==> config.mk <==
export PLATFORM = sky130hd
export DESIGN_NAME = i2c_slave_rx_ctrl
export DESIGN_NICKNAME = d
export VERILOG_FILES = /design/src/rtl/i2c_slave_rx_ctrl.sv
export SDC_FILE = /design/constraint.sdc
export NUM_CORES = 1
export LEC_CHECK = 0
export ABC_CLOCK_PERIOD_IN_PS = 4000
export CAP_MARGIN = 20
export CORE_MARGIN = 2
export CORE_UTILIZATION = 30
export CTS_CLUSTER_SIZE = 25
export DETAILED_ROUTE_END_ITERATION = 16
export PLACE_DENSITY = 0.6
export SETUP_SLACK_MARGIN = 0.4
export SLEW_MARGIN = 20
export SYNTH_ARGS = -nofsm -noshare
export SYNTH_HDL_FRONTEND = slang
export SYNTH_SLANG_ARGS = --single-unit
==> constraint.sdc <==
create_clock -name clk -period 4 [get_ports clk]
set_input_delay 0.8 -clock clk [delete_from_list [all_inputs] [get_ports clk]]
set_output_delay 0.8 -clock clk [all_outputs]
set_load 0.05 [all_outputs]
==> src/rtl/i2c_slave_rx_ctrl.sv <==
// I2C slave receive-path sequencer: frames transactions from START/STOP and SCL
// edge strobes, checks the address, drives the ACK slot and hands bytes to the FIFO.
module i2c_slave_rx_ctrl #(
  parameter logic [6:0]  SLAVE_ADDR = 7'h3C,
  parameter int unsigned BIT_CNT_W  = 4
) (
  input  logic       clk,
  input  logic       n_rst,
  input  logic       start_found,
  input  logic       stop_found,
  input  logic       rising_edge_found,
  input  logic       falling_edge_found,
  input  logic [7:0] rx_data,
  input  logic       fifo_full,
  output logic       rx_enable,
  output logic       sda_drive_low,
  output logic       byte_valid,
  output logic [7:0] byte_out,
  output logic       addr_matched,
  output logic       overrun,
  output logic       busy
);

  typedef enum logic [2:0] {
    IDLE,
    ADDR,
    CHK_ADDR,
    ACK_ADDR,
    DATA,
    STORE,
    ACK_DATA,
    IGNORE
  } state_t;

  localparam logic [BIT_CNT_W-1:0] BIT_CNT_FULL = BIT_CNT_W'(8);

  state_t               state, state_next;
  logic [BIT_CNT_W-1:0] bit_cnt, bit_cnt_next;
  logic                 rise_seen, rise_seen_next;
  logic                 rx_enable_next, sda_next, valid_next, matched_next;
  logic                 overrun_next, busy_next;
  logic [7:0]           byte_out_next;

  always_comb begin
    state_next     = state;
    bit_cnt_next   = bit_cnt;
    rise_seen_next = rise_seen;
    matched_next   = addr_matched;
    valid_next     = 1'b0;
    overrun_next   = 1'b0;
    byte_out_next  = byte_out;

    if (rising_edge_found && rx_enable && (bit_cnt != BIT_CNT_FULL)) begin
      bit_cnt_next = bit_cnt + BIT_CNT_W'(1);
    end

    // START beats STOP; both abort any partial byte before per-state handling.
    if (start_found) begin
      state_next     = ADDR;
      bit_cnt_next   = '0;
      rise_seen_next = 1'b0;
      matched_next   = 1'b0;
    end else if (stop_found) begin
      state_next     = IDLE;
      bit_cnt_next   = '0;
      rise_seen_next = 1'b0;
      matched_next   = 1'b0;
    end else begin
      unique case (state)
        IDLE: ;
        ADDR: begin
          if (falling_edge_found && (bit_cnt == BIT_CNT_FULL)) state_next = CHK_ADDR;
        end
        CHK_ADDR: begin
          if ((rx_data[7:1] == SLAVE_ADDR) && !rx_data[0]) begin
            state_next     = ACK_ADDR;
            matched_next   = 1'b1;
            rise_seen_next = 1'b0;
          end else begin
            state_next = IGNORE;
          end
        end
        ACK_ADDR, ACK_DATA: begin
          if (falling_edge_found && rise_seen) begin
            state_next   = DATA;
            bit_cnt_next = '0;
          end else if (rising_edge_found) begin
            rise_seen_next = 1'b1;
          end
        end
        DATA: begin
          if (falling_edge_found && (bit_cnt == BIT_CNT_FULL)) state_next = STORE;
        end
        STORE: begin
          if (!fifo_full) begin
            valid_next     = 1'b1;
            byte_out_next  = rx_data;
            state_next     = ACK_DATA;
            rise_seen_next = 1'b0;
          end else begin
            overrun_next = 1'b1;
            state_next   = IGNORE;
          end
        end
        IGNORE: ;
        default: state_next = IDLE;
      endcase
    end

    // Level outputs are decoded from the next state so each flop lines up with its state.
    rx_enable_next = (state_next == ADDR) || (state_next == DATA);
    sda_next       = (state_next == ACK_ADDR) || (state_next == ACK_DATA);
    busy_next      = (state_next != IDLE);
  end

  always_ff @(posedge clk or negedge n_rst) begin
    if (!n_rst) begin
      state         <= IDLE;
      bit_cnt       <= '0;
      rise_seen     <= 1'b0;
      rx_enable     <= 1'b0;
      sda_drive_low <= 1'b0;
      byte_valid    <= 1'b0;
      byte_out      <= 8'h00;
      addr_matched  <= 1'b0;
      overrun       <= 1'b0;
      busy          <= 1'b0;
    end else begin
      state         <= state_next;
      bit_cnt       <= bit_cnt_next;
      rise_seen     <= rise_seen_next;
      rx_enable     <= rx_enable_next;
      sda_drive_low <= sda_next;
      byte_valid    <= valid_next;
      byte_out      <= byte_out_next;
      addr_matched  <= matched_next;
      overrun       <= overrun_next;
      busy          <= busy_next;
    end
  end

endmodule

==> impl_metrics.toml <==
[timing]
setup_viol = 0
rsz0062_at_grt = "no"
fmax_mhz = 424
hold_viol = 0
fin_ws_ps = 1640
final-max-slew-violation-count = 0
fin_skew_ps = 0.681
finalCritPeriodShare = 0.590
fin_setup_tns_ps = 0
tightest_slew_ps = 606
slew_headroom = 0.591
fin_crit_ps = 2360

[worst_setup_path]
slowest_stage = "o41ai_1"
crit_start = "rx_data[0]"
timing.rr.start = "bit_cnt[0]$_DFF_PN0_"
end_kind = "register"
criticalPathCategory = "in -> reg"
path_cells = "clkdlybuf4s50_1, nand4bb_1, o41ai_1, a2111oi_2, a211oi_1"
max_stage_delay_ps = 610
critPathMaxFanout = 3
cp.required_ps = 4170
crit_arrival_ps = 2530
cp-start-kind = "input port"

[grt]
gr-total-overflow = 0
grt_max_degree = 23
grt_pass1_vias = 918
antenna_found_initial = 0
track_usage = 0.126
grt_pass1_wl_microns = 4220

[logic_synthesis]
synth_nets = 123
synth_top_area_cell = "dfrtp_1"
yosysSeqAreaShare = 0.466
ys_top_cells_by_area = "dfrtp_1, mux2_4, nor2_1, o211a_1, inv_1"
synthSimpleGateAreaFrac = 0.164
synth_adder_area_share = 0.0212
synth_cells = 106
synthMuxAreaShare = 0.121
synth_area_per_cell_sq_um = 11.1
synth_compound_area_frac = 0.158
synth_top_area_share = 0.466
synth_xor_area_frac = 0.0222
netlist_area_sq_um = 1180
synth-seq-cells = 22
synth_cell_types = 38
synth_top_family_by_area = "simple AND/OR/NAND/NOR gates"
ys.warnings.count = 0

[routing]
drc_errors = 0
firstDrtPassIters = 4
drt_iter0_drc = 19
wl_per_cell_microns = 14.2
ant_nets = 0
wl_microns = 2560
avgViaCountPerCell = 5.09
vias = 921

[final_layout]
largest_reg_flops = 8
final_cells = 181
final_nets = 152
area_delta_synth_final_pct = 29.7
final_cell_mix = "clkdlybuf4s50_1, dfrtp_1, nor2_1, inv_1, mux2_4"
top_register = "byte_out"
n_fill_cell = 361
final_common_cell = "clkdlybuf4s50_1"
reg.largest.list = "byte_out (8), bit_cnt (4), state (3)"
n_antenna_cell = 0
drive_above_1_share = 0.135
stdcell_area_sq_um = 1530

[power_and_ir_drop]
pwr-share-comb = 0.138
internal_power_uw = 321
power_leakage_nw = 0.710
clkPwrFrac = 0.317
p_total_uw = 425
p_sw_uw = 104
ir_drop_v = 0.000115
seqPwrFrac = 0.544
pwr_density_cell_nw_per_um2 = 278
switching_share = 0.245

[clock_tree]
clk_latency_ps = 260
cts_tree = "built"
cts-htree-levels = 1
hold_buffers = 0
cts_made_buffers = 3
clock-sinks = 22
cts_root_buf = "clkbuf_8"
clkTransAtPathRegs_ps = 70
cts_setup_buffers = 0
clockBufferDepth = 2
cts_resized = 0

[placed_design]
gp_congestion = 0.788
portBuffers = 28
placed_cell_area_sq_um = 1500
place_inst = 178
place_ws_ps = 1370
place.detailed.hpwl_microns = 1930

[die]
pin_count = 29
dieArea_sq_um = 4450
die_y_microns = 66.7
core_sq_um = 3720
rows = 22
initial_core_util = 0.318
die_w_microns = 66.7

[min_path]
hp-class = "in -> async"

[job]
maxCapViolCount = 0

[outcome]
status = "completed"
## cell type report
| class | count | area (sq um) | area share |
|---|---|---|---|
| Inverter | 8 | 30.0 | 0.0196 |
| Sequential cell | 22 | 551 | 0.359 |
| Timing Repair Buffer | 28 | 275 | 0.180 |
| Tap cell | 48 | 60.1 | 0.0392 |
| Clock buffer | 3 | 41.3 | 0.0270 |
| Multi-Input combinational cell | 72 | 574 | 0.375 |
## power by group through the flow
stage	clock network, mW	logic (mW)	registers, mW
after floorplan	0	0.0172	0.246
after global placement	0	0.0589	0.236
after detailed placement	0	0.0594	0.236
after CTS	0.140	0.0600	0.231
after global routing	0.149	0.0631	0.232
final	0.135	0.0588	0.231
## cells in the mapped netlist
library cell / n
a21oi_1: 5
a22o_1: 1
buf_6: 1
o211a_1: 3
buf_2: 3
xnor2_1: 1
nor4bb_1: 1
o41ai_1: 3
a21o_1: 1
nand4bb_1: 1
or2_4: 1
nor3_1: 1
nand2_1: 3
a211oi_1: 2
nand3_1: 4
ha_1: 2
mux2_2: 2
or4_4: 1
a2111oi_2: 1
o211ai_1: 1
dfrtp_1: 22
a221o_1: 1
nor2b_1: 3
nand4_1: 1
o21ai_0: 2
and4b_1: 2
a31oi_1: 1
a41oi_1: 1
mux2_4: 8
and2_1: 2
nor2_1: 10
nor3b_1: 1
nor4_1: 1
nand3b_1: 1
xor2_1: 2
a21o_2: 1
inv_1: 8
o21a_1: 1
## metal layers
metal,vias to the layer above,wire length (microns),track usage
li1,439,-,-
met1,447,1190,0.156
met4,0,61,0.0765
met5,-,0,0
met2,31,1130,0.208
met3,4,174,0.0169
## stage by stage
step	utilization	hold WS (ps)
after floorplan	-	504
after global placement	0.402	493
after detailed placement	0.402	491
after CTS	0.413	513
after global routing	0.412	527
final	0.412	493
## logic make-up after synthesis
group | count (synthesis)
xor gates and xnor gates | 3
adders and majority gates | 2
buffers and inverters | 12
and+or+nand+nor | 33
AOI/OAI and AO/OA | 24
DFF | 22
muxes | 10
## critical path, delay by kind of cell
kind | cells | cell delay (ps)
and+or+nand+nor | 1 | 270
buffers and inverters | 1 | 440
AOI/OAI and AO/OA | 3 | 1020
## path summary, 6_finish.rpt
kind	end	slack (ps)	cells after the start
worst max-delay path	rx_enable$_DFF_PN0_	1640	5
worst min-delay path	byte_out[6]$_DFFE_PN0P_	490	1
worst max register to register	rx_enable$_DFF_PN0_	2120	6
worst min register to register	byte_out[1]$_DFFE_PN0P_	510	1
max in group asynchronous	state[1]$_DFF_PN0_	3180	1
min in group clk	byte_out[1]$_DFFE_PN0P_	510	1
Note: power is estimated with default switching activity, not from simulation.
